--- src/rtl/time_display_mux.sv ---
// Converts binary hh:mm:ss to BCD with a subtract-by-ten FSM and scans six multiplexed 7-segment digits; COLON_BLINK_EN adds colon blink on dp.
// Latency: change-to-commit is 1 + (tensH+1) + (tensM+1) + (tensS+1) + 1 cycles; seg/digit_en lag the scan index by one cycle.
// Backpressure: none; input changes during a conversion are picked up once the FSM returns to IDLE.
module time_display_mux #(
    parameter int SCAN_DIV = 50000
) (
    input  logic       clk,
    input  logic       reset_n,
    input  logic [5:0] hours,
    input  logic [5:0] minutes,
    input  logic [5:0] seconds,
    output logic [6:0] seg,
    output logic       dp,
    output logic [5:0] digit_en,
    output logic       conv_busy,
    output logic       update_done
);

    typedef enum logic [2:0] {
        IDLE,
        LOAD,
        CONV_H,
        CONV_M,
        CONV_S,
        COMMIT
    } state_t;

    state_t state, state_nxt;

    logic [17:0] snap;
    logic [5:0]  work;
    logic [3:0]  tens;
    logic [3:0]  h_ones, h_tens, m_ones, m_tens, s_ones, s_tens;
    logic [23:0] disp;
    logic [15:0] prescale;
    logic [2:0]  idx;
    logic [3:0]  cur_bcd;
    logic        step_sub;

    assign step_sub = (work >= 6'd10);

    always_ff @(posedge clk or negedge reset_n) begin
        if (!reset_n) state <= IDLE;
        else          state <= state_nxt;
    end

    always_comb begin
        state_nxt   = state;
        conv_busy   = 1'b1;
        update_done = 1'b0;
        case (state)
            IDLE: begin
                conv_busy = 1'b0;
                if ({hours, minutes, seconds} != snap) state_nxt = LOAD;
            end
            LOAD:   state_nxt = CONV_H;
            CONV_H: if (!step_sub) state_nxt = CONV_M;
            CONV_M: if (!step_sub) state_nxt = CONV_S;
            CONV_S: if (!step_sub) state_nxt = COMMIT;
            COMMIT: begin
                update_done = 1'b1;
                state_nxt   = IDLE;
            end
            default: state_nxt = IDLE;
        endcase
    end

    // One working register is reused for all three fields; the next field is
    // reloaded from the snapshot so late input changes cannot leak in.
    always_ff @(posedge clk or negedge reset_n) begin
        if (!reset_n) begin
            snap   <= '0;
            work   <= '0;
            tens   <= '0;
            h_ones <= '0;
            h_tens <= '0;
            m_ones <= '0;
            m_tens <= '0;
            s_ones <= '0;
            s_tens <= '0;
            disp   <= '0;
        end else begin
            case (state)
                LOAD: begin
                    snap <= {hours, minutes, seconds};
                    work <= hours;
                    tens <= '0;
                end
                CONV_H: begin
                    if (step_sub) begin
                        work <= work - 6'd10;
                        tens <= tens + 4'd1;
                    end else begin
                        h_ones <= work[3:0];
                        h_tens <= tens;
                        work   <= snap[11:6];
                        tens   <= '0;
                    end
                end
                CONV_M: begin
                    if (step_sub) begin
                        work <= work - 6'd10;
                        tens <= tens + 4'd1;
                    end else begin
                        m_ones <= work[3:0];
                        m_tens <= tens;
                        work   <= snap[5:0];
                        tens   <= '0;
                    end
                end
                CONV_S: begin
                    if (step_sub) begin
                        work <= work - 6'd10;
                        tens <= tens + 4'd1;
                    end else begin
                        s_ones <= work[3:0];
                        s_tens <= tens;
                    end
                end
                COMMIT: disp <= {h_tens, h_ones, m_tens, m_ones, s_tens, s_ones};
                default: ;
            endcase
        end
    end

    always_ff @(posedge clk or negedge reset_n) begin
        if (!reset_n) begin
            prescale <= '0;
            idx      <= '0;
        end else if (prescale == 16'(SCAN_DIV - 1)) begin
            prescale <= '0;
            idx      <= (idx == 3'd5) ? 3'd0 : idx + 3'd1;
        end else begin
            prescale <= prescale + 16'd1;
        end
    end

    always_comb begin
        cur_bcd = disp[3:0];
        case (idx)
            3'd0:    cur_bcd = disp[3:0];
            3'd1:    cur_bcd = disp[7:4];
            3'd2:    cur_bcd = disp[11:8];
            3'd3:    cur_bcd = disp[15:12];
            3'd4:    cur_bcd = disp[19:16];
            3'd5:    cur_bcd = disp[23:20];
            default: cur_bcd = disp[3:0];
        endcase
    end

    function automatic logic [6:0] seg_decode(input logic [3:0] d);
        logic [6:0] p;
        p = 7'h00;
        case (d)
            4'd0: p = 7'h3F;
            4'd1: p = 7'h06;
            4'd2: p = 7'h5B;
            4'd3: p = 7'h4F;
            4'd4: p = 7'h66;
            4'd5: p = 7'h6D;
            4'd6: p = 7'h7D;
            4'd7: p = 7'h07;
            4'd8: p = 7'h7F;
            4'd9: p = 7'h6F;
            default: p = 7'h00;
        endcase
        return p;
    endfunction

    always_ff @(posedge clk or negedge reset_n) begin
        if (!reset_n) begin
            seg      <= '0;
            digit_en <= '0;
        end else begin
            seg      <= seg_decode(cur_bcd);
            digit_en <= 6'b000001 << idx;
        end
    end

`ifdef COLON_BLINK_EN
    // Colon segments sit on digits 2 and 4; they blink at the 1 Hz seconds rate.
    always_ff @(posedge clk or negedge reset_n) begin
        if (!reset_n) dp <= 1'b0;
        else          dp <= ((idx == 3'd2) || (idx == 3'd4)) && disp[0];
    end
`else
    assign dp = 1'b0;
`endif

endmodule

--- config.mk ---
export PLATFORM = sky130hd
export DESIGN_NAME = time_display_mux
export DESIGN_NICKNAME = d
export VERILOG_FILES = /design/src/rtl/time_display_mux.sv
export SDC_FILE = /design/constraint.sdc
export NUM_CORES = 1
export LEC_CHECK = 0
export CORE_ASPECT_RATIO = 0.5
export CORE_MARGIN = 2
export CORE_UTILIZATION = 53
export CTS_CLUSTER_DIAMETER = 60
export DETAILED_ROUTE_END_ITERATION = 16
export PLACE_DENSITY = 0.82
export SLEW_MARGIN = 5
export SYNTH_ARGS = -nofsm -noshare
export SYNTH_HDL_FRONTEND = slang
export SYNTH_SLANG_ARGS = --single-unit
--- constraint.sdc ---
create_clock -name clk -period 2.3 [get_ports clk]
set_input_delay 0.23 -clock clk [delete_from_list [all_inputs] [get_ports clk]]
set_output_delay 0.23 -clock clk [all_outputs]
set_load 0.02 [all_outputs]
==> results of run 1 <==
area by class of cell:
type / count / area [sq um]
clock buffer: 10 / 239
timing repair buffer: 54 / 503
sequential: 111 / 2780
multi-input combinational: 328 / 2510
fill: 795 / 3730
clock inverter: 6 / 91.3
inverter: 14 / 52.6
tap: 140 / 175
repair_timing:
item                       4_1_cts  5_1_grt
gates resized for setup          2        3
hold buffers                     1        0
hold endpoints to repair        18        0
cloned                           0        0
setup endpoints to repair        3        6
power by group:
part,internal (uW),switching [uW]
Clock,992,711
Combinational,1100,1000
Sequential,2480,459
Total,4570,2170
worst min-delay path by stage:
stage	depth (start not counted)	slack (ns)	to	start
3_3_place_gp	1	0.13	snap[0]	reset_n
5_1_grt	2	0.31	snap[6]	reset_n
6_report	2	0.29	snap[6]	reset_n
2_1_floorplan	0	-0.07	digit_en[0]	reset_n
4_1_cts	2	0.29	snap[8]	reset_n
3_5_place_dp	1	0.13	snap[6]	reset_n
registers in the layout, indices dropped and copies added, names as in the netlist:
signal    count
disp         24
snap         18
prescale     16
seg           7
digit_en      6
work          6
h_ones        4
h_tens        4
m_ones        4
m_tens        4
s_ones        4
s_tens        4
tens          4
idx           3
state         3
metal layers:
metal / routed length (um) / vias to the layer above / track usage
li1: - / 1784 / -
met1: 5110 / 1812 / 0.273
met2: 4760 / 81 / 0.333
met3: 436 / 15 / 0.0497
met4: 145 / 0 / 0.0748
met5: 0 / - / 0
cell usage after synthesis (all sizes together) (4+ instances only):
library cell,instances,area share
buf,10,0.011
nand3,19,0.018
nor2,29,0.020
nor3,4,0.0037
ha,11,0.025
a22oi,4,0.0055
nor2b,4,0.0046
clkbuf,12,0.0083
nor4,4,0.0046
o21ai,27,0.026
xor2,26,0.042
or3,6,0.0069
inv,13,0.0090
a211oi,5,0.0069
o31ai,5,0.0094
mux2i,9,0.017
a21oi,14,0.014
dfrtp,111,0.51
nand2,34,0.023
xnor2,10,0.016
mux2,68,0.14
worst max-delay path, stage by stage, from the launching register on:
cell and delay, ns:
sky130_fd_sc_hd__dfrtp_2 0.50, sky130_fd_sc_hd__buf_4 0.18, sky130_fd_sc_hd__or3_1 0.40, sky130_fd_sc_hd__clkdlybuf4s50_1 0.56
metrics by stage:
stage                     setup slack, ns  power, uW  cells  setup TNS (ns)
after floorplan                    0.0410       4430    475               0
after global placement              0.123       4950    646               0
after detailed placement          -0.0152       5050    646         -0.0287
after CTS                         0.00994       6780    663               0
after global routing              -0.0154       7180    663         -0.0154
final                              0.0784       6740    663               0
cell families (layout without fill, tap and decap cells):
| logic type | Yosys count | in the layout | share of synthesized area |
|---|---|---|---|
| AOI/OAI and AO/OA | 86 | 86 | 0.112 |
| xor gates and xnor gates | 36 | 36 | 0.0580 |
| adders and majority gates | 11 | 11 | 0.0253 |
| buffers and inverters | 36 | 84 | 0.0285 |
| DFF | 111 | 111 | 0.511 |
| muxes | 77 | 77 | 0.159 |
| other | 1 | 1 | 0.000690 |
| and+or+nand+nor | 117 | 117 | 0.105 |
==> results.md, run 1 <==
Status:
- The run finished with clean final reports.

Power and ir drop:
- The worst-case IR drop observed on VDD is 0.580 mV.
- In this run the power density over the cells is 1060 nW/um^2.
- The static leakage is 0.00287 uW.

Setup path:
- Of all nets on the critical path, the largest fanout is 12.
- The critical register-to-register path endpoint is seg[6].
- Following the worst setup path forward leads to its endpoint at conv_busy.
- The sort of element at the start of the critical path is a register.
- The start point of the critical path is state[1].
- The source of the worst register-to-register timing path is idx[1].
- The type of element capturing the critical path is an output pin.
- The worst path required time is 2.07 ns.
- The worst setup slack for register-to-register paths is 0.12 ns.
- Data on the critical path arrives at its endpoint at 1.99 ns.
- The path type of the worst setup path is register to output pin.
- Counting cells, the worst reg-to-reg path comes to 7.

Place:
- At the end of routability-driven placement, the weighted congestion stood at 0.814.
- During placement, the flow inserted port buffers numbering 34.
- Summed over all nets, the half-perimeter wirelength after detailed placement is 7.29 mm.
- In this run the cell area measured after placement is 6000 sq um.

Detailed routing:
- Summing over every cut layer, the via total after detailed routing is 3692.
- Summed over all layers, the routed wires come to 10.4 mm.
- The number of DRC markers after the initial detailed-route iteration is 203.
- After detailed routing, the number of vias per cell comes to 5.57.
- In the final routed layout, each cell accounts on average for 15.8 um.
- Before antenna repair, the detailed router went through 7 iterations.
- The total DRC errors in the routed layout is 0.
- In this run the remaining antenna-violating nets after routing total 0.

Timing:
- The max-slew violation count is 0.
- The final critical path time including I/O delays and setup is 2.22 ns.
- The clock skew is 0.0100 ns.
- The count of final setup violators is 0.
- Hold timing on the final database bottoms out at a slack of 0.291 ns.
- Setup repair after global routing could not meet its margin everywhere.
- The achievable frequency is 0.450 GHz.
- The final hold violation count came to 0.
- The part of the cycle the worst path needs is 0.966.
- At the pin with the least slew margin, the transition time is 0.575 ns.
- The worst pin sits at a relative slew slack of 0.613.

Finish:
- The top cell types in the final layout, fill and taps aside, are sky130_fd_sc_hd__dfrtp_1 (108), sky130_fd_sc_hd__mux2_2 (66), sky130_fd_sc_hd__nand2_1 (34).
- After routing the design area is 6350 sq um.
- The repair_antennas step left the layout with diodes totalling 0.
- The most frequent standard cell in the layout excluding fill and tap cells is sky130_fd_sc_hd__dfrtp_1.
- At the end of the flow the core is filled with cells to 0.630.
- The number of nets in the final layout is 549.
- The fraction of layout cells with a size suffix above 1 is 0.226.
- The layout overhead on the synthesized area is 16.8%.

Clocking:
- The clock-pin slew on the worst setup and hold paths is 0.07 ns.
- The CTS tree is done.
- The buffers inserted during post-CTS setup optimization is 0.
- No sink is reached through more buffers than the 2 on the longest clock path.
- The number of clock buffers inserted by TritonCTS is 9.
- The number of sinks handled by clock tree synthesis is 111.
- The root buffer cell chosen for the clock tree is sky130_fd_sc_hd__clkbuf_16.
- The level count of the clock H-tree is 3.
- At the later pin of the worst-skew pair, clock insertion delay measures 0.36 ns.

Synth:
- After synthesis the netlist holds a flip-flop and latch count of 111.
- The share of the Yosys chip area taken by registers is 0.511.
- After synthesis, the netlist uses 62 different library cells.
- The mean instance size in the synthesized netlist is 11.4 sq um.
- Synthesis produced a netlist whose cell count is 475.
- The number of nets in the synthesized netlist is 506.
- The post-synthesis instance area is 5440 sq um.
- The most used flip-flop cell after synthesis is sky130_fd_sc_hd__dfrtp_1.
- The Yosys warning count is 0.
- The share of flip-flops with an asynchronous set or reset after synthesis is 1.00.
- The number of flops mapped to enable cells by yosys is 0.

GRT:
- The number of antenna violations at the first check in global routing is 0.
- The via count of the first global-routing pass came to 3533.
- The remaining global-route overflow is 0.
- Entering global routing, the biggest net connects 94 pins.
- The aggregate global-route resource usage is 0.204.
- The global-route wire length before repair is 17.5 mm.

Die:
- The number of placement rows is 26.
- The floorplan die height is 75.6 um.
- The die is 147 um wide.
- For this configuration, the core starts out at a cell density of 0.539.
- The I/O pin count is 36.
- The die covers 11100 sq um.
- After floorplanning, the core was sized to cover 10100 sq um.

Job:
- The tool flagged a number of max-cap violations equal to 0.

Worst hold path:
- In this run the worst hold path is classified as primary input to asynchronous set/reset pin.
Power figures use the tool's default switching activity.
==> run 2: changes to the inputs <==
--- a/config.mk
+++ b/config.mk
@@ -5,8 +5,9 @@
 export SDC_FILE = /design/constraint.sdc
 export NUM_CORES = 1
 export LEC_CHECK = 0
+export ABC_AREA = 1
 export CORE_ASPECT_RATIO = 0.5
-export CORE_MARGIN = 2
+export CORE_MARGIN = 8
 export CORE_UTILIZATION = 53
 export CTS_CLUSTER_DIAMETER = 60
 export DETAILED_ROUTE_END_ITERATION = 16
==> run 2 against run 1 <==
Compared with the run above: first-iteration DRC count increased by 54%; clock-buffer cell count increased by 2; register-to-register slack improved by 0.08 ns; design area decreased by 2.8%; critical path type is now register to register.
==> results.md, run 2 <==
Setup path:
- The endpoint identified for the worst register-to-register timing path is seg[0].
- The worst setup path is captured at a register.
- The capturing instance or port of the critical path is seg[0].
- The start point of the critical path is idx[1].
- The biggest fanout along the worst timing path is 7 (-5).
- The worst path required time is 2.58 ns (+0.51 ns).
- The worst setup slack for register-to-register paths is 0.20 ns (+0.08 ns).
- The number of cells on the worst reg-to-reg path is 14 (+7).
- The source of the worst register-to-register timing path is idx[1].
- The arrival time at the worst endpoint is 2.38 ns (+0.39 ns).
- The worst setup path is launched from a register.
- The path type of the worst setup path is register to register.

Die:
- The initial core utilization is 0.554 (+0.0145).
- The floorplan die height is 86.7 um (+15%).
- The standard cell core area is 9570 sq um (-5.1%).
- The I/O pin count is 36 (unchanged).
- The area enclosed by the die boundary is 13600 sq um (+23%).
- The number of placement rows is 25 (-3.8%).
- The overall die width is 157 um (+6.9%).

Synth:
- The part of the Yosys area used for sequential elements is 0.524 (+0.0133).
- The number of flip-flops and latches in the synthesized netlist is 111 (unchanged).
- By count the netlist is led by sky130_fd_sc_hd__nand2_1 (202), sky130_fd_sc_hd__dfrtp_1 (111), sky130_fd_sc_hd__inv_1 (72), sky130_fd_sc_hd__o21ai_0 (53), sky130_fd_sc_hd__nor2_1 (39).
- Yosys attributes the largest share of cell area to sky130_fd_sc_hd__dfrtp_1 (52%), sky130_fd_sc_hd__nand2_1 (14%), sky130_fd_sc_hd__inv_1 (5.1%).
- The number of distinct library cells after synthesis is 32 (-48%).
- The number of nets in the synthesized netlist came to 670 (+32%).
- The post-synthesis instance area is 5300 sq um (-2.5%).
- The share of Yosys cell area claimed by the top area cell type was 0.524 (+0.0133).
- The most area-hungry cell type in the Yosys netlist is sky130_fd_sc_hd__dfrtp_1.
- The mean instance size in the synthesized netlist is 8.29 sq um (-28%).
- Yosys instantiated no cell more often than sky130_fd_sc_hd__nand2_1.
- The post-synthesis cell count is 639 (+35%).
- The share of flip-flops with an asynchronous set or reset after synthesis is 1.00 (unchanged).
- The Yosys warning count was 0 (unchanged).
- The number of flops mapped to enable cells by yosys is 0 (unchanged).
- The most used flip-flop cell after synthesis is sky130_fd_sc_hd__dfrtp_1.

Clocking:
- The number of sinks handled by clock tree synthesis came to 111 (unchanged).
- The number of clock buffers inserted by TritonCTS is 9 (unchanged).
- The level count of the clock H-tree is 3 (unchanged).
- The clock latency at the later pin of the worst-skew pair is 0.35 ns (about the same).
- The clock root buffer is sky130_fd_sc_hd__clkbuf_16.
- The CTS tree is done.
- The clock tree buffer depth was 2 (unchanged).
- The clock-pin slew on the worst setup and hold paths is 0.07 ns (about the same).

Finish:
- The final instance area is 6170 sq um (-2.8%).
- The number of flip-flops in the largest register was 24 (unchanged).
- The fraction of layout cells with a size suffix above 1 is 0.0775 (-0.148).
- The number of nets in the final layout was 711 (+30%).
- More flip-flops sit in one register than any other, and that register is disp.
- The number of antenna repair diodes is 0 (unchanged).
- The largest registers in the layout are disp (24), snap (18), prescale (16).
- The utilization after layout is 0.645 (+0.0152).
- The layout overhead on the synthesized area is 16.5%.
- The total of fill cells in the finished design is 793 (-0.25%).
- The top cell types in the final layout, fill and taps aside, are sky130_fd_sc_hd__nand2_1 (202), sky130_fd_sc_hd__dfrtp_1 (111), sky130_fd_sc_hd__inv_1 (72).
- Leaving out fill and tap cells, the most frequent cell in the layout is sky130_fd_sc_hd__nand2_1.

Job:
- The reported max-cap violation count is 0 (unchanged).

Power and ir drop:
- The fraction of power consumed by the clock network is 0.253 (about the same).
- The proportion of power drawn by flip-flops and latches is 0.420 (-0.016).
- The peak supply drop was 0.616 mV (+6.1%).
- The power density over the cells was 1150 nW/um^2 (+8.2%).
- The internal power is 4540 uW (-0.52%).
- The net load switching power is 2550 uW (+17%).
- The part of the total power dissipated in combinational logic is 0.327 (+0.016).
- The static leakage is 0.00300 uW (+4.7%).
- The switching share of power is 0.359 (+0.0370).
- The overall power is 7090 uW (+5.2%).

Detailed routing:
- The overall via count from detail_route came to 4142 (+12%).
- The post-detailed-route wirelength per cell came to 13.7 um (-13%).
- The wire length after detailed routing is 11.2 mm (+7.3%).
- The total DRC errors in the routed layout is 0 (unchanged).
- The number of nets with antenna violations after detailed routing is 0 (unchanged).
- The detail-routed via count per cell is 5.06 (-9.2%).
- The number of DRC markers after the initial detailed-route iteration was 313 (+54%).
- The first-pass detailed-route iteration total is 4 (-3).

Timing:
- The achievable frequency was 0.477 GHz (+6.0%).
- The part of the cycle the worst path needs came to 0.911 (-0.0548).
- The final hold violation count is 0 (unchanged).
- The hold slack is 0.334 ns (+0.0433 ns).
- The max-slew violation count came to 0 (unchanged).
- The clock skew is 0.00759 ns (-0.00246 ns).
- The count of final setup violators is 0 (unchanged).
- The final critical path time including I/O delays and setup is 2.10 ns (-0.126 ns).
- The headroom to the max-slew limit is 0.636 (+0.0226).
- The transition time of the tightest slew-check pin is 0.541 ns (-0.0344 ns).
- The aggregate negative setup slack is 0 ns (unchanged).

GRT:
- The global-route wire length before repair is 18.8 mm (+7.7%).
- The largest net degree at the start of global routing came to 62 (-34%).
- The number of antenna violations at the first check in global routing is 0 (unchanged).
- The met1 layer usage reported by global route is 0.219 (-0.0543).
- The aggregate global-route resource usage is 0.172 (-0.0317).
- The met3 usage in global routing is 0.0600 (+0.0103).
- The via count of the first global-routing pass was 4015 (+14%).
- The remaining global-route overflow was 0 (unchanged).
- The most crowded layer after global routing is met2.
- The met2 capacity usage during global routing is 0.273 (-0.0601).

Place:
- The number of input and output port buffers inserted is 34 (unchanged).
- The final RePlAce weighted congestion is 0.901 (+11%).
- The total placed instance area is 5790 sq um (-3.6%).
- The half-perimeter wire length after detailed placement is 7.93 mm (+8.8%).

Status:
- The flow ran to the end, and the final reports show no timing, DRC or antenna violations.

Worst hold path:
- The path class of the tightest hold or removal check is primary input to asynchronous set/reset pin.
[run 2: kinds of logic after synthesis]
group	Yosys count	synth area share
AND/OR/NAND/NOR	313	0.253
flip-flops	111	0.524
buffers and inverters	95	0.0727
AO/OA/AOI/OAI	82	0.0805
XOR/XNOR	26	0.0430
adder cells (fa/ha/maj)	11	0.0260
other	1	0.000708
[run 2: how the worst min path moves through the flow]
| stage | start | endpoint | depth (start not counted) |
|---|---|---|---|
| after floorplan | reset_n | digit_en[0] | 0 |
| after global placement | reset_n | snap[11] | 1 |
| after detailed placement | reset_n | snap[0] | 1 |
| after CTS | reset_n | snap[0] | 2 |
| after global routing | reset_n | snap[16] | 2 |
| final | reset_n | snap[0] | 2 |
[run 2: critical path: stages, from the launching register on]
cell and delay, ns:
sky130_fd_sc_hd__dfrtp_1 0.45, sky130_fd_sc_hd__nand2_1 0.10, sky130_fd_sc_hd__inv_1 0.06, sky130_fd_sc_hd__ha_1 0.19
sky130_fd_sc_hd__inv_1 0.08, sky130_fd_sc_hd__nand3_2 0.15, sky130_fd_sc_hd__nand3_1 0.11, sky130_fd_sc_hd__nor2_1 0.06
sky130_fd_sc_hd__nor2_2 0.17, sky130_fd_sc_hd__inv_1 0.13, sky130_fd_sc_hd__ha_1 0.22, sky130_fd_sc_hd__nand3b_1 0.15
sky130_fd_sc_hd__nand2_1 0.07, sky130_fd_sc_hd__nand2_1 0.04, sky130_fd_sc_hd__nand2_1 0.05
[run 2: stage by stage]
| step | cells | setup WS (ns) |
|---|---|---|
| 2_1_floorplan | 639 | 0.274 |
| 3_3_place_gp | 799 | 0.295 |
| 3_5_place_dp | 799 | 0.178 |
| 4_1_cts | 815 | 0.145 |
| 5_1_grt | 819 | -0.0161 |
| 6_report | 819 | 0.204 |
[run 2: layout make-up]
type                            instances  area (sq um)  share of cell area
Clock buffer                           12           256              0.0415
Clock inverter                          3          90.1              0.0146
Inverter                               78           293              0.0474
Multi-Input combinational cell        433          2140               0.346
Sequential cell                       111          2780               0.450
Tap cell                              135           169              0.0274
Timing Repair Buffer                   47           450              0.0729
[run 2: routing by layer]
| layer | wire length (um) | part of all wire |
|---|---|---|
| met5 | 0 | 0 |
| met3 | 658 | 0.059 |
| met1 | 5150 | 0.46 |
| met2 | 5220 | 0.47 |
| met4 | 176 | 0.016 |
[run 2: timing repair]
| action | CTS | global route |
|---|---|---|
| hold endpoints to repair | 25 | 0 |
| resized for setup | 0 | 1 |
| setup buffers | 0 | 4 |
| hold buffers | 1 | 0 |
| endpoints found under the setup margin | 0 | 3 |
[run 2: power groups by stage]
stage	clock [uW]	combinational, uW	sequential (uW)
finish	1800	2320	2980
global route	1890	2630	3040
CTS	1820	2300	2980
detailed placement	0	2270	3010
global placement	0	2170	2990
floorplan	0	1640	2940
==> run 3: changes to the inputs <==
--- a/config.mk
+++ b/config.mk
@@ -8,11 +8,12 @@
 export ABC_AREA = 1
 export CORE_ASPECT_RATIO = 0.5
 export CORE_MARGIN = 8
-export CORE_UTILIZATION = 53
+export CORE_UTILIZATION = 59
 export CTS_CLUSTER_DIAMETER = 60
 export DETAILED_ROUTE_END_ITERATION = 16
-export PLACE_DENSITY = 0.82
+export PLACE_DENSITY = 0.86
 export SLEW_MARGIN = 5
 export SYNTH_ARGS = -nofsm -noshare
 export SYNTH_HDL_FRONTEND = slang
 export SYNTH_SLANG_ARGS = --single-unit
+export TNS_END_PERCENT = 5
==> constraint.sdc (replaced) <==
create_clock -name clk -period 2.1 [get_ports clk]
set_input_delay 0.21 -clock clk [delete_from_list [all_inputs] [get_ports clk]]
set_output_delay 0.21 -clock clk [all_outputs]
set_load 0.02 [all_outputs]
==> run 3 against run 2 <==
Compared with the run above: register-to-register slack worse by 0.08 ns; core utilization up 5.8 points; final cell count down 1.7%; largest power group unchanged; sequential power grew 9.1%; non-clock buffer count grew 3; clock-buffer cell count shrank 1; flip-flop and latch count unchanged.
==> results.md, run 3 (synthesis results as in run 2) <==
Power and ir drop:
- The peak supply drop was 0.680 mV (+10%).
- The static leakage is 0.00299 uW (-0.49%).
- The power density over the cells is 1210 nW/um^2 (+5.4%).

Die:
- The overall die width was 150 um (-4.7%).
- The number of placement rows is 24 (-4.0%).
- The area enclosed by the die boundary came to 12500 sq um (-8.8%).
- The standard cell core area is 8710 sq um (-9.0%).
- The I/O pin count is 36 (unchanged).
- The initial core utilization was 0.608 (+0.0549).
- The floorplan die height is 83.0 um (-4.3%).

Setup path:
- STA classifies the critical path startpoint as a register.
- The number of gates on the worst path with buffers counted was 5 (-9).
- The number of buffer and inverter instances along the worst setup path is 3 (unchanged).
- The biggest cell delay along the critical path is 0.55 ns (+0.10 ns).
- The path type of the worst setup path is register to output pin.
- The cell with the largest stage delay on the worst path is sky130_fd_sc_hd__clkdlybuf4s50_1.
- The biggest fanout along the worst timing path is 4 (-3).
- The arrival time at the worst endpoint is 1.83 ns (-0.55 ns).
- STA classifies the critical path endpoint as an output pin.
- The worst path required time is 1.89 ns (-0.69 ns).
- The number of cells on the worst reg-to-reg path is 13 (-1).
- The signal on the critical path passes through inv_2 > nand2_1 > nor2_1 > inv_1 > clkdlybuf4s50_1.
- The worst setup slack for register-to-register paths was 0.12 ns (-0.08 ns).
- The kind of cell adding the most delay to the critical path is buffers and inverters.

Clocking:
- The clock tree buffer depth came to 2 (unchanged).
- TritonCTS built the clock tree.
- The clock latency at the later pin of the worst-skew pair is 0.35 ns (about the same).
- The clock-pin slew on the worst setup and hold paths was 0.07 ns (about the same).
- The level count of the clock H-tree is 3 (unchanged).
- The number of clock buffers inserted by TritonCTS was 9 (unchanged).
- The number of sinks handled by clock tree synthesis is 111 (unchanged).
- The clock root buffer is sky130_fd_sc_hd__clkbuf_16.

Timing:
- The achievable frequency is 0.490 GHz.
- The max-slew violation count was 0 (unchanged).
- The count of final setup violators is 0 (unchanged).
- The aggregate negative setup slack is 0 ns (unchanged).
- The transition time of the tightest slew-check pin is 0.538 ns (-0.00272 ns).
- Of the available clock period, the critical path in the final layout requires 0.972.
- The headroom to the max-slew limit came to 0.641 (+0.00510).
- The clock skew came to 0.00954 ns (+0.00196 ns).
- The final hold violation count came to 0 (unchanged).
- The smallest clock period supported by the final layout is computed as 2.04 ns.

GRT:
- The number of antenna violations at the first check in global routing was 0 (unchanged).
- The aggregate global-route resource usage was 0.185 (+0.0128).
- The largest net degree at the start of global routing was 39 (-37%).
- The via count of the first global-routing pass is 4149 (+3.3%).
- The global-route wire length before repair came to 19.0 mm (+0.73%).
- The remaining global-route overflow is 0 (unchanged).

Finish:
- The number of standard cells in the layout, taps in and fillers out was 805 (-1.7%).
- The most frequent standard cell in the layout excluding fill and tap cells is sky130_fd_sc_hd__nand2_1.
- The largest registers in the layout are disp (24), snap (18), prescale (16).
- The utilization after layout is 0.704 (+0.0585).
- Compared with the post-synthesis result, the final layout area differs by 15.6%.
- The number of nets in the final layout was 714 (+0.42%).
- The final instance area is 6130 sq um (-0.77%).
- The fraction of layout cells with a size suffix above 1 is 0.0901 (+0.0126).
- The largest register by flop count is disp.
- The number of antenna repair diodes is 0 (unchanged).
- The library cells used most frequently in the layout, excluding fill and tap cells, are sky130_fd_sc_hd__nand2_1 (202), sky130_fd_sc_hd__dfrtp_1 (110), sky130_fd_sc_hd__inv_1 (70).
- The number of flip-flops in the largest register is 24 (unchanged).

Detailed routing:
- The first-pass detailed-route iteration total came to 5 (+1).
- The number of nets with antenna violations after detailed routing is 0 (unchanged).
- The wire length after detailed routing was 11.1 mm (-1.3%).
- The number of DRC markers after the initial detailed-route iteration is 259 (-17%).
- The post-detailed-route wirelength per cell came to 13.7 um (+0.41%).
- The total DRC errors in the routed layout came to 0 (unchanged).
- The detail-routed via count per cell is 5.26 (+3.9%).
- The overall via count from detail_route is 4232 (+2.2%).

Place:
- The half-perimeter wire length after detailed placement was 8.03 mm (+1.3%).
- The number of cells after detailed placement was 785 (-1.8%).
- The final RePlAce weighted congestion is 0.919 (+2.0%).
- The number of input and output port buffers inserted is 34 (unchanged).
- The total placed instance area is 5790 sq um (+0.13%).

Worst hold path:
- The classification of the worst-slack hold path is primary input to asynchronous set/reset pin.

Status:
- The flow ran to the end, and the final reports show no timing, DRC or antenna violations.

Job:
- The reported max-cap violation count came to 0 (unchanged).
run 3: cell count changes in the layout (fill, tap and decap cells not counted), sizes merged:
cell	previous run	this run
buf	13	16
bufinv	3	0
clkinv	0	3
inv	78	80
clkbuf	12	11
run 3: layer usage:
metal  wire [um]  track usage  share of wire
met1        4970        0.238           0.45
met2        5220        0.292           0.47
met3         603       0.0492          0.054
met4         272       0.0739          0.025
met5           0            0              0
run 3: metrics by stage:
stage                     total power (uW)  setup WS, ns  hold WS, ns
final                                 7420        0.0588        0.334
after global routing                  7960       -0.0575        0.368
after CTS                             7410        0.0237        0.348
after detailed placement              5760       -0.0164        0.191
after global placement                5640        0.0899        0.178
after floorplan                       5020        0.0737      -0.0856
run 3: cell type report:
class                   count  area [sq um]
inverters                  78           293
clock buffers              11           243
multi-input cells         433          2150
well taps                 117           146
clock inverters             5          40.0
repair buffers             50           473
flip-flops and latches    111          2780
fillers                   673          2580
run 3: report_power, final:
group          total, uW  internal [uW]  switching, uW
Sequential          3250           2800            451
Combinational       2540            953           1580
Clock               1640            849            789
run 3: worst paths after layout:
check	startpoint	to
worst max-delay path	state[1]	conv_busy
worst max register to register	idx[2]	seg[0]
worst min-delay path	reset_n	snap[16]
worst min register to register	prescale[0]	prescale[0]
min in group clk	seconds[0]	snap[0]
max in group asynchronous	reset_n	seg[2]
run 3: what timing repair did:
item	4_1_cts	5_1_grt
gates resized for setup	1	6
setup buffers	0	3
hold buffers	1	0
hold endpoints to repair	31	0
endpoints found under the setup margin	2	7
pin swaps	0	2
